--- config.mk ---
export PLATFORM = sky130hd
export DESIGN_NAME = otp_pad_controller
export DESIGN_NICKNAME = d
export VERILOG_FILES = /design/src/rtl/otp_pad_controller.sv
export SDC_FILE = /design/constraint.sdc
export NUM_CORES = 1
export LEC_CHECK = 0
export CAP_MARGIN = 20
export CORE_ASPECT_RATIO = 0.7
export CORE_UTILIZATION = 62
export CTS_CLUSTER_SIZE = 30
export DETAILED_ROUTE_END_ITERATION = 8
export GPL_TIMING_DRIVEN = 0
export PLACE_DENSITY = 0.87
export SETUP_SLACK_MARGIN = 0.1
export SYNTH_ARGS = -nofsm -noshare
export SYNTH_HDL_FRONTEND = slang
export SYNTH_SLANG_ARGS = --single-unit
export TNS_END_PERCENT = 20
--- constraint.sdc ---
create_clock -name clk -period 8.3 [get_ports clk]
set_input_delay 0.83 -clock clk [delete_from_list [all_inputs] [get_ports clk]]
set_output_delay 0.83 -clock clk [all_outputs]
set_load 0.01 [all_outputs]
--- src/rtl/otp_pad_controller.sv ---
// One-time-pad encrypt/decrypt controller: 8-slot pad store, round-robin
// arbitration between encrypt and decrypt requesters, 2-cycle result latency.
module otp_pad_controller (
  input  logic       clk,
  input  logic       rst_n,
  input  logic       ena,
  input  logic [7:0] prn,
  input  logic       enc_req,
  input  logic [7:0] enc_data,
  input  logic       dec_req,
  input  logic [2:0] dec_idx,
  input  logic [7:0] dec_data,
  input  logic       flush,
  output logic       enc_ack,
  output logic       dec_ack,
  output logic       out_valid,
  output logic [7:0] out_data,
  output logic [2:0] out_idx,
  output logic       out_err,
  output logic [7:0] valid_map,
  output logic [3:0] used,
  output logic       full,
  output logic       empty
);

  typedef enum logic {IDLE, BUSY} state_t;
  typedef struct packed {
    logic       is_enc;
    logic [2:0] idx;
    logic [7:0] data;
  } op_t;

  state_t          state, state_nxt;
  op_t             op;
  logic [7:0][7:0] pad;
  logic            last_dec;
  logic            grant_enc, grant_dec, do_flush;
  logic [2:0]      free_slot;
  logic [7:0]      vmap_nxt;
  logic [3:0]      used_nxt;

  // Encrypt is only eligible while a free slot exists; ties go to whoever lost last.
  always_comb begin
    state_nxt = state;
    grant_enc = 1'b0;
    grant_dec = 1'b0;
    do_flush  = 1'b0;
    case (state)
      IDLE: begin
        if (ena) begin
          if (flush)                     do_flush  = 1'b1;
          else if (enc_req && !full && dec_req) begin
            if (last_dec)                grant_enc = 1'b1;
            else                         grant_dec = 1'b1;
          end
          else if (enc_req && !full)     grant_enc = 1'b1;
          else if (dec_req)              grant_dec = 1'b1;
        end
        if (grant_enc || grant_dec) state_nxt = BUSY;
      end
      BUSY:    state_nxt = IDLE;
      default: state_nxt = IDLE;
    endcase
  end

  always_comb begin
    free_slot = 3'd0;
    for (int i = 7; i >= 0; i--)
      if (!valid_map[i]) free_slot = 3'(i);
  end

  always_comb begin
    vmap_nxt = valid_map;
    if (do_flush)
      vmap_nxt = '0;
    else if (state == BUSY) begin
      if (op.is_enc) vmap_nxt[op.idx] = 1'b1;
      else           vmap_nxt[op.idx] = 1'b0;
    end
    used_nxt = '0;
    for (int i = 0; i < 8; i++)
      used_nxt = used_nxt + {3'd0, vmap_nxt[i]};
  end

  always_ff @(posedge clk) begin
    if (!rst_n) begin
      state     <= IDLE;
      op        <= '0;
      pad       <= '0;
      last_dec  <= 1'b1;
      enc_ack   <= 1'b0;
      dec_ack   <= 1'b0;
      out_valid <= 1'b0;
      out_data  <= '0;
      out_idx   <= '0;
      out_err   <= 1'b0;
      valid_map <= '0;
      used      <= '0;
      full      <= 1'b0;
      empty     <= 1'b1;
    end else begin
      state     <= state_nxt;
      enc_ack   <= grant_enc;
      dec_ack   <= grant_dec;
      out_valid <= 1'b0;
      valid_map <= vmap_nxt;
      used      <= used_nxt;
      full      <= (used_nxt == 4'd8);
      empty     <= (used_nxt == 4'd0);
      if (grant_enc || grant_dec) begin
        op.is_enc <= grant_enc;
        op.idx    <= grant_enc ? free_slot : dec_idx;
        op.data   <= grant_enc ? enc_data  : dec_data;
        last_dec  <= grant_dec;
      end
      if (do_flush) pad <= '0;
      if (state == BUSY) begin
        out_valid <= 1'b1;
        out_idx   <= op.idx;
        if (op.is_enc) begin
          pad[op.idx] <= prn;
          out_data    <= op.data ^ prn;
          out_err     <= 1'b0;
        end else if (valid_map[op.idx]) begin
          out_data    <= op.data ^ pad[op.idx];
          out_err     <= 1'b0;
          pad[op.idx] <= '0;
        end else begin
          out_data    <= '0;
          out_err     <= 1'b1;
        end
      end
    end
  end

endmodule

==> run_results.csv, run 1 <==
group,metric,value,unit
clocking,cts_tree,"yes",
logic_synthesis,synth-main-ff-cell,"dfxtp_1",
sta,setup_viol,0,
global_route,grt_util_met2,59.1,%
critical_path,cp.arrival,5.18,ns
logic_synthesis,syn_inst,656,
sta,tns,0,ns
routing,drt_iter0_markers,1000,
global_route,grt_pass1_wl,29.8,mm
floorplanning,dieHeight,83.4,µm
floorplanning,start_util,64.4,%
sta,min_period,4.91,ns
cells_and_area,syn2layout_area_growth,18.8,%
logic_synthesis,yosysWarningCount,0,
logic_synthesis,postSynth.asyncResetShare,0,%
clocking,clockRootBuffer,"clkbuf_16",
critical_path,critical_path_class,"in2reg",
power_and_ir_drop,pwr-share-comb,12.1,%
worst_hold_path,min_path_type,"reg2reg",
global_route,gr-usage-all-layers,39.3,%
place,hpwl,13.3,mm
power_and_ir_drop,switching_share,25.2,%
floorplanning,core_area,9110,µm²
place,io_buffer_count,61,
floorplanning,io_pins,62,
sta,rsz0062_at_grt,"false",
place,postPlaceCellArea,6630,µm²
logic_synthesis,ys_types,53,
global_route,grt_antenna_before_repair,0,
floorplanning,dieArea,9860,µm²
logic_synthesis,syn_avg_cell_area,8.95,µm²
sta,relSlewSlack,41.1,%
power_and_ir_drop,powerDensity,164,nW/µm²
global_route,gr-total-overflow,0,
power_and_ir_drop,leakage,2.23,nW
outcome,outcome,"finished, final reports clean",
routing,drcViolationCount,0,
cells_and_area,fin_area,6970,µm²
sta,post-route-period-util,59.2,%
clocking,clock_latency,0.35,ns
routing,drt-wirelength-per-cell,22.2,µm
clocking,cts_sinks,107,
sta,finClkSkew,0.0104,ns
floorplanning,fp.dieW,118,µm
logic_synthesis,ys_seq_area_share,36.5,%
routing,dr.pass1.iters,7,
cells_and_area,layout.nets,768,
logic_synthesis,ys_seq_elements,107,
power_and_ir_drop,switching_power,0.000288,W
routing,wl,19.0,mm
run,drv_cap,0,
global_route,top_usage_layer,"met2",
global_route,use_met3,9.89,%
clocking,numCtsBuffers,9,
floorplanning,rows,29,
cells_and_area,antenna_cells,0,
critical_path,endpoint_kind,"flop",
place,place_inst,841,
clocking,cts-resized-gates,0,
sta,hold_viol,0,
critical_path,crit_required,8.57,ns
routing,vias,5956,
cells_and_area,layout_commonest_cell,"dfxtp_1",
clocking,htree_levels,3,
logic_synthesis,synthesis.nets,696,
cells_and_area,finalNonFillerCells,857,
cells_and_area,fillerInstances,619,
power_and_ir_drop,vdd_ir_drop_max,0.137,mV
power_and_ir_drop,pwr-share-seq,45.9,%
sta,report.final.slew_viol_count,0,
routing,postRouteAntennaNets,0,
logic_synthesis,netlist_area,5870,µm²
clocking,cts_setup_buffers,0,
cells_and_area,drive_gt1_share,7.50,%
sta,fmax,203,MHz
critical_path,startpoint_type,"input pin",
global_route,grt_max_degree,18,
logic_synthesis,synth_edf_count,0,
cells_and_area,final_core_util,76.5,%
power_and_ir_drop,p_int,0.000855,W
critical_path,cp_max_fo,9,
global_route,first_global_vias,5479,
power_and_ir_drop,clkPwrFrac,42.0,%
routing,vias_per_cell,6.95,
sta,tightest_slew,0.876,ns
clocking,clk_pin_slew,0.07,ns
clocking,postCtsHoldBufs,0,
cells_and_area,final_cell_mix,"dfxtp_1 (107), nand2_1 (82), clkdlybuf4s50_1 (61)",
global_route,gr-usage-met1,54.1,%
place,place_congestion,0.946,
clocking,clockBufferDepth,2,
-- per-layer routing --
metal / share of wire [%] / wire length (µm)
met1: 39 / 7360
met2: 43 / 8240
met3: 14 / 2730
met4: 3.5 / 668
met5: 0 / 0
-- metrics by stage --
| step | power (W) | hold WS (ns) | setup slack [ns] |
|---|---|---|---|
| 2_1_floorplan | 0.000617 | 0.434 | 4.13 |
| 3_3_place_gp | 0.000663 | 0.452 | 3.32 |
| 3_5_place_dp | 0.000667 | 0.452 | 3.18 |
| 4_1_cts | 0.00114 | 0.474 | 3.44 |
| 5_1_grt | 0.00117 | 0.490 | 3.22 |
| 6_report | 0.00114 | 0.475 | 3.39 |
-- state kept, by name, summed over array words and instances (netlist names) --
| register | cells |
|---|---|
| out_err | 1 |
| full | 1 |
| state | 1 |
| pad | 64 |
| enc_ack | 1 |
| out_data | 8 |
| empty | 1 |
| last_dec | 1 |
| valid_map | 8 |
| used | 4 |
| dec_ack | 1 |
| out_valid | 1 |
| out_idx | 3 |
| op | 12 |
-- power by group through the flow --
| stage | logic, W | clock network [W] | registers [W] |
|---|---|---|---|
| final | 0.000138 | 0.000480 | 0.000525 |
| after floorplan | 0.0000828 | 0 | 0.000535 |
| after global placement | 0.000127 | 0 | 0.000536 |
| after CTS | 0.000133 | 0.000479 | 0.000524 |
| after global routing | 0.000145 | 0.000500 | 0.000525 |
| after detailed placement | 0.000131 | 0 | 0.000536 |
-- final cells by class --
| type | instances | area (µm²) | area share [%] |
|---|---|---|---|
| Clock inverter | 5 | 82.6 | 1.18 |
| Inverter | 23 | 86.3 | 1.24 |
| Timing Repair Buffer | 61 | 611 | 8.76 |
| Clock buffer | 11 | 253 | 3.63 |
| Multi-Input combinational cell | 473 | 3370 | 48.3 |
| Sequential cell | 107 | 2140 | 30.7 |
| Buffer | 53 | 270 | 3.88 |
| Tap cell | 124 | 155 | 2.23 |
-- cells in the mapped netlist, types with 2 or more instances --
| cell | n | area (µm²) |
|---|---|---|
| a211oi_1 | 14 | 105 |
| a21oi_1 | 36 | 180 |
| a22o_1 | 16 | 140 |
| a22oi_1 | 20 | 150 |
| a31oi_1 | 11 | 68.8 |
| and2_1 | 5 | 31.3 |
| and3b_1 | 2 | 17.5 |
| buf_1 | 3 | 11.3 |
| buf_12 | 2 | 40.0 |
| buf_2 | 10 | 50.1 |
| buf_4 | 3 | 22.5 |
| buf_6 | 2 | 22.5 |
| clkbuf_1 | 33 | 124 |
| dfxtp_1 | 107 | 2140 |
| fa_1 | 4 | 80.1 |
| ha_1 | 3 | 37.5 |
| inv_1 | 22 | 82.6 |
| mux2i_1 | 25 | 250 |
| mux4_1 | 5 | 131 |
| mux4_2 | 12 | 270 |
| nand2_1 | 82 | 308 |
| nand2b_1 | 12 | 75.1 |
| nand3_1 | 3 | 15.0 |
| nand3b_1 | 3 | 22.5 |
| nand4_1 | 2 | 12.5 |
| nor2_1 | 38 | 143 |
| nor2b_1 | 11 | 68.8 |
| nor3_1 | 4 | 20.0 |
| nor3_2 | 2 | 20.0 |
| nor3b_2 | 2 | 25.0 |
| o21ai_0 | 54 | 270 |
| o22ai_1 | 9 | 56.3 |
| o31a_1 | 32 | 280 |
| o32ai_1 | 32 | 280 |
| xnor2_1 | 17 | 149 |
-- cell families (layout without fill, tap and decap cells) --
logic type | count (synthesis) | after routing | share of synthesized area, %
mux | 42 | 42 | 11.1
compound gates | 233 | 233 | 27.4
flops | 107 | 107 | 36.5
fa+ha+maj | 7 | 7 | 2.00
xor+xnor | 17 | 17 | 2.54
simple gates | 174 | 174 | 14.3
buf+inv | 76 | 153 | 6.08
-- critical path, stage by stage --
cell,delay (ns)
clkdlybuf4s50_1,0.56
nand3b_1,0.37
nand2_1,0.19
a21oi_1,0.05
a31oi_1,0.32
fa_1,0.50
fa_1,0.52
fa_1,0.41
inv_1,0.06
ha_1,0.15
inv_1,0.05
fa_1,0.37
xnor2_1,0.17
or3b_2,0.48
nor3_1,0.14
-- worst paths after layout --
path | endpoint | cells past startpoint | start | slack (ns)
worst max register to register | full | 16 | op[10] | 3.46
worst min-delay path | pad[42] | 1 | pad[42] | 0.47
worst max-delay path | full | 15 | ena | 3.39
worst min register to register | pad[42] | 1 | pad[42] | 0.47
No activity file was read; power rests on OpenSTA's default activity.
==> run 2, diff against run 1 <==
--- a/config.mk
+++ b/config.mk
@@ -7,11 +7,11 @@
 export LEC_CHECK = 0
 export CAP_MARGIN = 20
 export CORE_ASPECT_RATIO = 0.7
-export CORE_UTILIZATION = 62
+export CORE_UTILIZATION = 57
 export CTS_CLUSTER_SIZE = 30
 export DETAILED_ROUTE_END_ITERATION = 8
 export GPL_TIMING_DRIVEN = 0
-export PLACE_DENSITY = 0.87
+export PLACE_DENSITY = 0.81
 export SETUP_SLACK_MARGIN = 0.1
 export SYNTH_ARGS = -nofsm -noshare
 export SYNTH_HDL_FRONTEND = slang
==> constraint.sdc (replaced) <==
create_clock -name clk -period 4.7 [get_ports clk]
set_input_delay 0.47 -clock clk [delete_from_list [all_inputs] [get_ports clk]]
set_output_delay 0.47 -clock clk [all_outputs]
set_load 0.01 [all_outputs]
==> run_results.csv, run 2 (synthesized netlist as in run 1, its figures left out) <==
group,metric,value,unit
cells_and_area,finalNonFillerCells,865,
clocking,clockBufferDepth,2,
run,drv_cap,0,
global_route,first_global_vias,5450,
power_and_ir_drop,clkPwrFrac,39.6,%
global_route,grt_pass1_wl,28.5,mm
routing,postRouteAntennaNets,0,
cells_and_area,layout_commonest_cell,"dfxtp_1",
critical_path,crit_required,4.97,ns
cells_and_area,final_cell_mix,"dfxtp_1 (107), nand2_1 (82), clkdlybuf4s50_1 (61)",
worst_hold_path,min_path_type,"reg2reg",
sta,tns,0,ns
global_route,grt_max_degree,18,
clocking,clockRootBuffer,"clkbuf_16",
outcome,outcome,"finished, final reports clean",
floorplanning,fp.dieW,123,µm
critical_path,r2r.worst_path.cells,16,
cells_and_area,syn2layout_area_growth,19.0,%
sta,hold_viol,0,
sta,rsz0062_at_grt,"false",
critical_path,startpoint_type,"flop",
clocking,postCtsHoldBufs,0,
floorplanning,dieHeight,86.9,µm
cells_and_area,multi_input_area,3380,µm²
place,place_congestion,0.949,
critical_path,endpoint_kind,"flop",
critical_path,cp_top_family,"adder cells",
place,hpwl,13.4,mm
critical_path,critical-path-max-stage-delay,0.50,ns
cells_and_area,drive_gt1_share,8.14,%
critical_path,slowest_stage,"fa_1",
place,io_buffer_count,61,
sta,finClkSkew,0.00776,ns
cells_and_area,fillerInstances,750,
routing,vias,5841,
power_and_ir_drop,leakage,2.24,nW
power_and_ir_drop,switching_share,26.2,%
floorplanning,dieArea,10700,µm²
critical_path,reg2reg_to,"full",
critical_path,rrSetupSlack,0.37,ns
sta,tightest_slew,0.930,ns
critical_path,path_cells,"buf_2 -> nor3_4 -> buf_4 -> buf_4 -> a21oi_1 -> a31oi_1 -> fa_1 -> fa_1 -> fa_1 -> inv_1 -> ha_1 -> inv_1 -> fa_1 -> xnor2_1 -> or3b_2 -> nor3_1",
sta,post-route-period-util,92.0,%
clocking,numCtsBuffers,9,
routing,drt-wirelength-per-cell,21.2,µm
critical_path,cp_max_fo,10,
clocking,clk_pin_slew,0.07,ns
clocking,htree_levels,3,
routing,vias_per_cell,6.75,
clocking,cts_tree,"yes",
cells_and_area,antenna_cells,0,
critical_path,cp-endpoint,"full",
floorplanning,core_area,9830,µm²
power_and_ir_drop,pwr-share-comb,12.8,%
sta,relSlewSlack,37.5,%
critical_path,critPathLaunch,"op[9]",
cells_and_area,largestRegisters,"pad (64), op (12)",
critical_path,path_buf_inv,5,
cells_and_area,layout.nets,772,
power_and_ir_drop,pwr-share-seq,47.7,%
global_route,gr-total-overflow,0,
critical_path,critical_path_class,"reg2reg",
routing,dr.pass1.iters,5,
power_and_ir_drop,switching_power,0.000509,W
floorplanning,start_util,59.7,%
cells_and_area,regArea,2140,µm²
floorplanning,io_pins,62,
place,place_inst,845,
routing,drcViolationCount,0,
sta,fmax,231,MHz
sta,setup_viol,0,
clocking,clock_latency,0.36,ns
critical_path,cp.arrival,4.60,ns
routing,drt_iter0_markers,743,
global_route,gr-usage-all-layers,35.5,%
cells_and_area,top_register,"pad",
power_and_ir_drop,p_int,0.00143,W
global_route,grt_antenna_before_repair,0,
power_and_ir_drop,powerDensity,278,nW/µm²
cells_and_area,largest_reg_flops,64,
sta,min_period,4.33,ns
critical_path,cp_num_cells,16,
floorplanning,rows,30,
critical_path,critPathMostFrequentCell,"fa_1",
critical_path,r2r_start,"op[9]",
power_and_ir_drop,vdd_ir_drop_max,0.189,mV
sta,report.final.slew_viol_count,0,
clocking,cts_sinks,107,
routing,wl,18.4,mm
-- run 2: worst min-delay path by stage --
stage / startpoint / end / cells past startpoint / slack [ns]
2_1_floorplan: pad[40] / pad[40] / 1 / 0.43
3_3_place_gp: pad[46] / pad[46] / 1 / 0.45
3_5_place_dp: pad[44] / pad[44] / 1 / 0.46
4_1_cts: pad[19] / pad[19] / 2 / 0.48
5_1_grt: pad[11] / pad[11] / 2 / 0.51
6_report: pad[19] / pad[19] / 2 / 0.48
-- run 2: per-stage QoR --
| step | utilization (%) | setup WS [ns] | hold slack [ns] | power [W] | cell area, µm² |
|---|---|---|---|---|---|
| 2_1_floorplan | - | 0.529 | 0.434 | 0.00109 | 5870 |
| 3_3_place_gp | 67.5 | 0.0597 | 0.451 | 0.00117 | 6640 |
| 3_5_place_dp | 67.5 | -0.00835 | 0.465 | 0.00118 | 6640 |
| 4_1_cts | 70.6 | 0.106 | 0.479 | 0.00193 | 6940 |
| 5_1_grt | 71.0 | 0.118 | 0.506 | 0.00199 | 6980 |
| 6_report | 71.0 | 0.374 | 0.482 | 0.00194 | 6980 |
-- run 2: area by class of cell --
cell class                      instances  area share (%)
Buffer                                 52            3.85
Clock buffer                           11            3.33
Clock inverter                          5           0.878
Inverter                               23            1.24
Multi-Input combinational cell        473            48.4
Sequential cell                       107            30.7
Tap cell                              128            2.29
Timing Repair Buffer                   66            9.28
-- run 2: per-layer routing --
metal  vias to the layer above  routed length, µm  GRT usage, %
met4                         0                415          12.4
met2                       409               8160          54.5
li1                       2595                  -             -
met3                        45               2310          7.46
met1                      2792               7490          49.5
met5                         -                  0             0
-- run 2: power groups by stage --
stage	combinational, W	sequential (W)	clock, W
final	0.000248	0.000926	0.000769
after CTS	0.000235	0.000926	0.000773
after global routing	0.000263	0.000927	0.000804
after global placement	0.000225	0.000946	0
after floorplan	0.000146	0.000944	0
after detailed placement	0.000232	0.000947	0
-- run 2: timing repair --
item | 4_1_cts | 5_1_grt
pin swaps | 0 | 3
buffers inserted | 0 | 5
endpoints found under the setup margin | 2 | 2
gates resized for setup | 2 | 2
-- run 2: tightest hold or removal path, delay by kind of cell (launching register included) --
family	cells	cell delay (ns)
compound gates	1	0.06
flops	1	0.32
simple gates	1	0.06
==> run 3, diff against run 2 <==
--- a/config.mk
+++ b/config.mk
@@ -12,8 +12,8 @@
 export DETAILED_ROUTE_END_ITERATION = 8
 export GPL_TIMING_DRIVEN = 0
 export PLACE_DENSITY = 0.81
+export RECOVER_POWER = 25
 export SETUP_SLACK_MARGIN = 0.1
 export SYNTH_ARGS = -nofsm -noshare
 export SYNTH_HDL_FRONTEND = slang
 export SYNTH_SLANG_ARGS = --single-unit
-export TNS_END_PERCENT = 20
==> run_results.csv, run 3 (synthesized netlist as in run 1, its figures left out) <==
group,metric,value,unit
cells_and_area,regArea,2140,µm²
clocking,clock_latency,0.36,ns
place,place_inst,845,
global_route,gr-usage-all-layers,35.5,%
sta,min_period,4.33,ns
outcome,outcome,"finished, final reports clean",
floorplanning,rows,30,
sta,relSlewSlack,37.7,%
place,hpwl,13.4,mm
critical_path,cp_max_fo,10,
clocking,clockBufferDepth,2,
critical_path,endpoint_kind,"flop",
floorplanning,start_util,59.7,%
routing,drcViolationCount,0,
run,drv_cap,0,
critical_path,r2r_start,"op[9]",
critical_path,startpoint_type,"flop",
cells_and_area,finalNonFillerCells,865,
global_route,grt_pass1_wl,28.5,mm
floorplanning,io_pins,62,
power_and_ir_drop,vdd_ir_drop_max,0.189,mV
sta,fmax,231,MHz
global_route,grt_max_degree,18,
critical_path,r2r.worst_path.cells,16,
critical_path,cp.arrival,4.60,ns
cells_and_area,largestRegisters,"pad (64), op (12)",
cells_and_area,drive_gt1_share,7.87,%
routing,drt-wirelength-per-cell,21.3,µm
sta,setup_viol,0,
clocking,clk_pin_slew,0.07,ns
cells_and_area,syn2layout_area_growth,19.0,%
clocking,clockRootBuffer,"clkbuf_16",
power_and_ir_drop,total_power,0.00195,W
global_route,grt_antenna_before_repair,0,
floorplanning,core_area,9830,µm²
sta,rsz0062_at_grt,"false",
cells_and_area,layout.nets,772,
worst_hold_path,whs_path_depth,2,
critical_path,critical_path_class,"reg2reg",
sta,finClkSkew,0.00957,ns
floorplanning,dieHeight,86.9,µm
floorplanning,dieArea,10700,µm²
sta,tightest_slew,0.926,ns
routing,drt_iter0_markers,689,
clocking,htree_levels,3,
routing,postRouteAntennaNets,0,
cells_and_area,multi_input_area,3380,µm²
cells_and_area,antenna_cells,0,
routing,vias_per_cell,6.74,
routing,wl,18.5,mm
sta,hold_viol,0,
place,place_congestion,0.949,
worst_hold_path,hold_start,"pad[19]",
critical_path,crit_required,4.97,ns
place,io_buffer_count,61,
worst_hold_path,min_path_type,"reg2reg",
sta,report.final.slew_viol_count,0,
clocking,cts_sinks,107,
clocking,numCtsBuffers,9,
global_route,first_global_vias,5450,
cells_and_area,largest_reg_flops,64,
power_and_ir_drop,leakage,2.32,nW
cells_and_area,fillerInstances,751,
floorplanning,fp.dieW,123,µm
cells_and_area,layout_commonest_cell,"dfxtp_1",
power_and_ir_drop,powerDensity,279,nW/µm²
global_route,gr-total-overflow,0,
clocking,cts_tree,"yes",
cells_and_area,top_register,"pad",
sta,post-route-period-util,92.1,%
routing,dr.pass1.iters,5,
critical_path,critPathLaunch,"op[9]",
cells_and_area,final_cell_mix,"dfxtp_1 (107), nand2_1 (82), o21ai_0 (54)",
routing,vias,5830,
[run 3: changes by cell type in the layout (fill, tap and decap cells not counted)]
cell,before,now
buf_2,10,9
clkbuf_1,33,34
clkdlybuf4s50_1,61,37
dlygate4sd3_1,0,24
inv_1,22,23
inv_2,1,0
[run 3: per-stage QoR]
stage	setup slack [ns]	TNS (ns)	utilization (%)	area [µm²]	hold WS, ns
2_1_floorplan	0.529	0	-	5870	0.434
3_3_place_gp	0.0597	0	67.5	6640	0.451
3_5_place_dp	-0.00835	-0.00835	67.5	6640	0.465
4_1_cts	0.106	0	70.6	6940	0.479
5_1_grt	0.118	0	71.0	6980	0.506
6_report	0.372	0	71.0	6980	0.482
[run 3: where the power goes]
| part | switching [W] | total [W] | internal (W) |
|---|---|---|---|
| registers | 0.0000107 | 0.000926 | 0.000915 |
| clock network | 0.000355 | 0.000773 | 0.000418 |
| logic | 0.000148 | 0.000247 | 0.0000993 |
[run 3: final cells by class]
cell class | count | share of cell area, %
buffer | 52 | 3.84
clock buffer | 11 | 3.33
clock inverter | 5 | 0.878
inverter | 23 | 1.24
multi-input combinational | 473 | 48.4
sequential | 107 | 30.7
tap | 128 | 2.29
timing repair buffer | 66 | 9.28
[run 3: final timing paths]
| check | slack [ns] | to |
|---|---|---|
| max | 0.37 | full |
| min | 0.48 | pad[19] |
| max reg2reg | 0.37 | full |
| min reg2reg | 0.48 | pad[19] |
[run 3: routing by layer]
layer  up-vias  track usage (%)  part of all wire, %
li1       2591                -                    -
met1      2789             49.5                   42
met2       409             54.5                   44
met3        41             7.46                   12
met4         0             12.4                  2.2
met5         -                0                    0
[run 3: critical path, cell delays in order, from the launching register on]
cell and delay [ns]:
dfxtp_1 0.37, buf_2 0.22, nor3_4 0.17, buf_4 0.17, buf_4 0.18, a21oi_1 0.08
a31oi_1 0.28, fa_1 0.46, fa_1 0.50, fa_1 0.40, inv_1 0.06, ha_1 0.16
inv_1 0.05, fa_1 0.38, xnor2_1 0.14, or3b_2 0.46, nor3_1 0.16
[run 3: what timing repair did]
| item | 4_1_cts | 5_1_grt |
|---|---|---|
| pin swaps | 0 | 3 |
| setup endpoints to repair | 2 | 2 |
| hold buffers | 0 | 0 |
| cloned | 0 | 0 |
| resized for setup | 2 | 2 |
| buffers inserted | 0 | 5 |
